--- src/rtl/fifo_pkg.sv ---
// Shared types for the fifo read-side packer: flush FSM states and keep-mask helper.
package fifo_pkg;

  typedef enum logic [1:0] {
    RUN   = 2'd0,
    DRAIN = 2'd1,
    EMIT  = 2'd2
  } state_t;

  localparam int unsigned MASK_W = 32;

  // Lowest n bits set; callers slice down to their own word count.
  function automatic logic [MASK_W-1:0] mask_lo(input int unsigned n);
    logic [MASK_W-1:0] m;
    m = '0;
    for (int unsigned i = 0; i < MASK_W; i++) begin
      if (i < n) m[i] = 1'b1;
    end
    return m;
  endfunction

endpackage

--- src/rtl/stream_out_reg.sv ---
// Single-entry valid/ready holding register carrying data, keep mask and last flag.
module stream_out_reg #(
  parameter int DW = 32,
  parameter int KW = 4
) (
  input  logic          clk,
  input  logic          rst,
  input  logic          load,
  input  logic [DW-1:0] load_data,
  input  logic [KW-1:0] load_keep,
  input  logic          load_last,
  input  logic          ready,
  output logic          valid,
  output logic [DW-1:0] data,
  output logic [KW-1:0] keep,
  output logic          last
);

  // The parent only asserts load when the slot is empty or being drained this edge.
  always_ff @(posedge clk) begin
    if (rst) begin
      valid <= 1'b0;
      data  <= '0;
      keep  <= '0;
      last  <= 1'b0;
    end else if (load) begin
      valid <= 1'b1;
      data  <= load_data;
      keep  <= load_keep;
      last  <= load_last;
    end else if (valid && ready) begin
      valid <= 1'b0;
    end
  end

endmodule

--- src/rtl/fifo_rd_packer.sv ---
// Reads a one-cycle-latency fifo, packs PACK words per output beat, supports flush of a partial beat.
module fifo_rd_packer
  import fifo_pkg::*;
#(
  parameter int WORD_SIZE = 8,
  parameter int PACK      = 4,
  parameter int CNT_W     = 16
) (
  input  logic                      clk,
  input  logic                      rst,
  input  logic                      fifo_empty,
  output logic                      fifo_re,
  input  logic [WORD_SIZE-1:0]      fifo_rdata,
  input  logic                      flush,
  output logic                      flush_done,
  output logic                      m_valid,
  input  logic                      m_ready,
  output logic [PACK*WORD_SIZE-1:0] m_data,
  output logic [PACK-1:0]           m_keep,
  output logic                      m_last,
  output logic [CNT_W-1:0]          beat_cnt
);

  localparam int AW = $clog2(PACK + 1);
  localparam int BW = PACK * WORD_SIZE;
  localparam logic [AW-1:0] PACK_A = AW'(PACK);
  localparam logic [AW-1:0] LAST_A = AW'(PACK - 1);
  localparam logic [AW:0]   PACK_F = (AW + 1)'(PACK);

  state_t                             state;
  logic [AW-1:0]                      asm_cnt;
  logic                               rd_pend;
  logic [PACK-1:0][WORD_SIZE-1:0]     slots;
  logic [PACK-1:0][WORD_SIZE-1:0]     slots_nx;
  logic [AW:0]                        fill;
  logic                               out_can_load;
  logic                               full_load;
  logic                               part_load;
  logic [MASK_W-1:0]                  keep_wide;
  logic                               unused_mask;
  logic [PACK-1:0]                    beat_keep;
  logic [BW-1:0]                      beat_data;

  assign out_can_load = !m_valid || m_ready;
  // Word count once this edge's in-flight read lands.
  assign fill = {1'b0, asm_cnt} + {{AW{1'b0}}, rd_pend};

  // The last-slot read is allowed only when the beat it completes can leave on the same edge.
  assign fifo_re = !rst && !fifo_empty && (state == RUN) && !flush &&
                   ((fill < PACK_F) ||
                    ((fill == PACK_F) && rd_pend && (asm_cnt == LAST_A) && out_can_load));

  assign full_load = (fill == PACK_F) && out_can_load;
  // rd_pend is always clear in EMIT, so asm_cnt is the settled word count there.
  assign part_load = (state == EMIT) && (asm_cnt != '0) && (asm_cnt != PACK_A) && out_can_load;

  assign keep_wide   = mask_lo(32'(asm_cnt));
  assign unused_mask = ^keep_wide;

  always_comb begin
    slots_nx = slots;
    for (int i = 0; i < PACK; i++) begin
      if (rd_pend && (asm_cnt == AW'(i))) slots_nx[i] = fifo_rdata;
    end
  end

  always_comb begin
    beat_keep = part_load ? keep_wide[PACK-1:0] : '1;
    beat_data = '0;
    for (int i = 0; i < PACK; i++) begin
      beat_data[i*WORD_SIZE +: WORD_SIZE] = beat_keep[i] ? slots_nx[i] : '0;
    end
  end

  always_ff @(posedge clk) begin
    if (rst) begin
      state      <= RUN;
      asm_cnt    <= '0;
      rd_pend    <= 1'b0;
      slots      <= '0;
      flush_done <= 1'b0;
      beat_cnt   <= '0;
    end else begin
      rd_pend    <= fifo_re;
      slots      <= slots_nx;
      flush_done <= 1'b0;
      asm_cnt    <= (full_load || part_load) ? '0 : fill[AW-1:0];
      if (m_valid && m_ready) beat_cnt <= beat_cnt + CNT_W'(1);

      case (state)
        RUN: begin
          if (flush) state <= DRAIN;
        end
        DRAIN: begin
          if (!rd_pend) state <= EMIT;
        end
        EMIT: begin
          // A full assembly leaves through the normal load path before the flush completes.
          if (asm_cnt == '0 || part_load) begin
            flush_done <= 1'b1;
            state      <= RUN;
          end
        end
        default: state <= RUN;
      endcase
    end
  end

  stream_out_reg #(
    .DW(BW),
    .KW(PACK)
  ) u_out (
    .clk      (clk),
    .rst      (rst),
    .load     (full_load || part_load),
    .load_data(beat_data),
    .load_keep(beat_keep),
    .load_last(part_load),
    .ready    (m_ready),
    .valid    (m_valid),
    .data     (m_data),
    .keep     (m_keep),
    .last     (m_last)
  );

endmodule
--- config.mk ---
export PLATFORM = sky130hd
export DESIGN_NAME = fifo_rd_packer
export DESIGN_NICKNAME = d
export VERILOG_FILES = /design/src/rtl/fifo_pkg.sv /design/src/rtl/stream_out_reg.sv /design/src/rtl/fifo_rd_packer.sv
export SDC_FILE = /design/constraint.sdc
export NUM_CORES = 1
export LEC_CHECK = 0
export CAP_MARGIN = 10
export CORE_ASPECT_RATIO = 1.4
export CORE_MARGIN = 3
export CORE_UTILIZATION = 56
export CTS_CLUSTER_DIAMETER = 60
export CTS_CLUSTER_SIZE = 10
export DETAILED_ROUTE_END_ITERATION = 12
export PLACE_DENSITY = 0.84
export SKIP_CTS_REPAIR_TIMING = 1
export SYNTH_ARGS = -nofsm -noshare
export SYNTH_HDL_FRONTEND = slang
export SYNTH_HIERARCHICAL = 1
export SYNTH_SLANG_ARGS = --single-unit
export TNS_END_PERCENT = 100
--- constraint.sdc ---
create_clock -name clk -period 4.4 [get_ports clk]
set_input_delay 0.88 -clock clk [delete_from_list [all_inputs] [get_ports clk]]
set_output_delay 0.88 -clock clk [all_outputs]
set_load 0.02 [all_outputs]
== Word-level counts from Yosys, hierarchy flattened ==
Cells that the tools add are included.
Word-level totals
  input port bits: 13
  bits in registers: 93
  output and inout bits: 56
Operators by class
  bitwise operators: 1
  $add $sub $neg: 2
  reduce and logical (&&, ||, !) cells: 31
  multiplexer cells: 20
  $lt $le $gt $ge: 5
  equality and inequality tests: 10
Operators with widths (number)
  $mux 8: 8
  $add 16x1->16 const B: 1
  $logic_and 1x1->1: 16
  $mux 1: 7
  $eq 3x2->1 const B: 2
  $lt 1x3->1 const A: 2
  $lt 2x3->1 const A: 2
  $mux 2: 3
  $pmux 2 s3: 1
  $add 3x1->4: 1
  $eq 4x3->1 const B: 1
  $logic_not 1->1: 4
  $logic_or 1x1->1: 4
  $lt 4x3->1 const B: 1
  $mux 4: 1
  $ne 2x2->1 const B: 2
  $reduce_or 2->1: 2
  $eq 3x1->1 const B: 1
  $logic_not 3->1: 1
  $ne 3x3->1 const B: 1
  $reduce_and 3->1: 1
  $reduce_bool 3->1: 1
  $eq 2x1->1 const B: 1
  $eq 2x2->1 const B: 1
  4 further kinds: 4

== Depth between registers and ports, before layout ==
  depth after elaboration: 7
  depth in mapped cells: 9
  depth with buffers taken out: 7

== Modules after synthesis ==
Netlist, hierarchy kept.
By module, submodules not included
  fifo_rd_packer: cells an instance 267, area an instance 2493.6 um^2, sequential area each 1101.1 um^2, instances 1
  stream_out_reg: cells an instance 123, area an instance 1361.3 um^2, sequential area each 760.7 um^2, instances 1

== Worst setup path before layout ==
Ideal clock, no wire load.
  path type: input to output
  start point: in rst
  end point: out fifo_re
  path slack: 1.712 ns
  data required time: 3.520 ns
  cell stages on the path: 4
  buffers on the path: 1
  arrival: 1.808 ns
  cells stage by stage: clkbuf_1 > nor4_1 > nand2_1 > nor3_1
Between the ends
  longest elaborated chain between the ends: 5
Ends and longest elaborated chain
  start: declaration: line fifo_rd_packer.sv:10  | input logic rst,
  $logic_not 1->1: line fifo_rd_packer.sv:49  | assign fifo_re = !rst && !fifo_empty && (state == RUN) && !flush &&
  $logic_and 1x1->1 (4 in series): line fifo_rd_packer.sv:49
  end: declaration: line fifo_rd_packer.sv:12  | output logic fifo_re,
No other way between the ends.

== Worst setup path after layout ==
  start point: in m_ready
  end point: out fifo_re
Between the ends
  longest elaborated chain between the ends: 4
Ends and longest elaborated chain
  start: declaration: line fifo_rd_packer.sv:17  | input logic m_ready,
  $logic_or 1x1->1: line fifo_rd_packer.sv:44  | assign out_can_load = !m_valid || m_ready;
  $logic_and 1x1->1: line fifo_rd_packer.sv:51  | ((fill == PACK_F) && rd_pend && (asm_cnt == LAST_A) && out_can_load));
  $logic_or 1x1->1: line fifo_rd_packer.sv:50  | ((fill < PACK_F) ||
  $logic_and 1x1->1: line fifo_rd_packer.sv:49
No other way between the ends.

==> reports/metrics.cfg <==
[clocking]
cts_root_buffer=clkbuf_8
clock_sinks=93
clock_path_buffers=2
cts_tree=built
cts_buffers=9
worstSkewPairLatency_ns=0.36
htreeDepth=3
clkTransAtPathRegs_ns=0.08

[timing]
min_period_over_period=0.8592
rsz0062_at_grt=no
fmax_ghz=0.2645
fin_ws_ns=0.6197
skew_ns=0.01048
hold_viol=0
timing.setup.tns_ns=0
setup_violations=0
worst_pin_slew_ns=0.8942
min_period_ns=3.780
slew_viol_final=0
slew_headroom=0.4039

[setup_path]
critPathKind=in -> out
cp-end-kind=output port
crit_arrival_ns=2.90
path_max_fanout=9
worstSetupStartpointType=primary input
crit_required_ns=3.52

[placed_design]
placed_cells=535
post-place-ws_ns=0.7171
place_hpwl_um=5370
place.gp.congestion=0.8522
portBuffers=68

[finish]
final_common_cell=nor2_1
n_fill_cell=505
num_antenna_cells=0
seq_area_mm2=0.001862
mostFrequentLayoutCells=100 x nor2_1, 93 x dfxtp_1, 67 x clkdlybuf4s50_1
multi_input_area_mm2=0.001848
drive_gt1_frac=0.08734
fin_nets=470
layoutNonFillerInstCount=550
syn2layout_area_growth_pct=23.95

[die]
die_x_um=76.12
dieArea_mm2=0.007929
die_y_um=104.2
start_util=0.5830
row_count=35
core_area_mm2=0.006613
ioPinCount=69

[global_routing]
grt_max_degree=94
grt_pass1_wl_um=13100
antenna_found_initial=0
grt_pass1_vias=2752
grt_usage=0.2056
gr-total-overflow=0

[power]
power.leakage_nw=1.779
power_density_mw_per_mm2=315.1
vdd_drop_max_uv=246.5

[synthesis]
synth-warning-count=6
synth_area_mm2=0.003855
synth_top_area_cell=dfxtp_1
ys_ff_latch=93
synth_area_per_cell_um2=9.884
synth_nets=406
yosysTopAreaCellShare=0.4830
ys_seq_area_frac=0.4830
ys_top_cells_by_area=dfxtp_1 48%, mux2i_1 16%, nor2_1 9.7%, mux2_4 3.1%, xnor2_1 1.6%
netlist_instances=390
yosysUniqueCellTypes=45

[detailed_routing]
drt_iter0_drc=162
routed_wirelength_um=7890
via_count=2901
first_pass_iters=4
drcViolationCount=0
postRouteAntennaNets=0
viasPerCell=5.275
wl_per_cell_um=14.35

[outcome]
status=finished, final reports clean

[job]
timing.max_cap.violations=0

[worst_hold_path]
hold_class=reg -> reg

cell type report:
class,count,share of cell area
Inverter,7,0.005499
Sequential cell,93,0.3896
Clock inverter,3,0.009165
Timing Repair Buffer,72,0.1503
Clock buffer,12,0.03456
Multi-Input combinational cell,271,0.3868
Tap cell,92,0.02409
cell families (layout without fill, tap and decap cells):
logic type      count (synthesis)  after routing  share of synthesized area
mux                            72             72                     0.1980
simple gates                  170            170                     0.2197
flops                          93             93                     0.4830
buf+inv                        26             94                    0.04220
other cells                     1              1                  0.0009728
compound gates                 15             15                    0.02370
fa+ha+maj                       3              3                   0.009738
xor+xnor                       10             10                    0.02272
stage by stage:
step                      hold slack (ns)  instance area [um2]    util  power [W]
final                              0.4914                 4778  0.7226   0.001506
after global routing               0.5286                 4778  0.7226   0.001557
after CTS                          0.4990                 4778  0.7226   0.001518
after detailed placement           0.4782                 4569  0.6910  0.0009369
after global placement             0.4679                 4569  0.6910  0.0009356
after floorplan                    0.4557                 3855       -  0.0009104
flip-flops by register name (all words and copies together), names as in the netlist:
| signal | flops |
|---|---|
| u_out/valid | 1 |
| u_out/data | 32 |
| state | 2 |
| slots | 32 |
| asm_cnt | 3 |
| rd_pend | 1 |
| u_out/keep | 4 |
| u_out/last | 1 |
| beat_cnt | 16 |
| flush_done | 1 |
layer usage:
layer	track usage	vias up	wire length, um	share of wire
li1	-	1437	-	-
met1	0.2458	1390	3424	0.43
met2	0.3572	63	4090	0.52
met3	0.04853	11	255	0.032
met4	0.07642	0	120	0.015
met5	0	-	0	0
worst paths after layout:
| path | cells after the start | to | slack, ns | from |
|---|---|---|---|---|
| max | 6 | fifo_re | 0.62 | m_ready |
| min | 2 | slots[8] | 0.49 | slots[8] |
| max reg2reg | 8 | u_out/data[10] | 1.81 | asm_cnt[0] |
| min reg2reg | 2 | slots[8] | 0.49 | slots[8] |
worst max-delay path, stage by stage:
cell,delay (ns)
clkdlybuf4s50_1,0.64
nor2b_1,0.17
nor4_1,0.32
nor2_1,0.11
nor3_1,0.15
clkdlybuf4s50_1,0.63
power breakdown:
| part | internal (W) | switching, W |
|---|---|---|
| sequential | 0.000846 | 0.00000550 |
| clock | 0.000306 | 0.000282 |
| combinational | 0.0000292 | 0.0000363 |
| total | 0.00118 | 0.000324 |
cell usage after synthesis, drive strengths merged:
master	number
and2	2
a31oi	1
or3	4
nand4b	1
nand2b	3
a2111oi	1
or2	1
o21ai	4
and3	1
inv	7
ha	3
nor2	100
and4	1
nand4	3
nor4bb	1
mux2i	62
a22oi	1
xnor2	7
a21boi	1
mux2	10
nand3	9
xor2	3
clkbuf	6
dfxtp	93
buf	13
nor3	11
conb	1
a21oi	6
nor4b	2
o31ai	1
nor2b	4
nand2	11
and2b	8
or4	1
nor4	7
(Power assumes the default switching activity.)
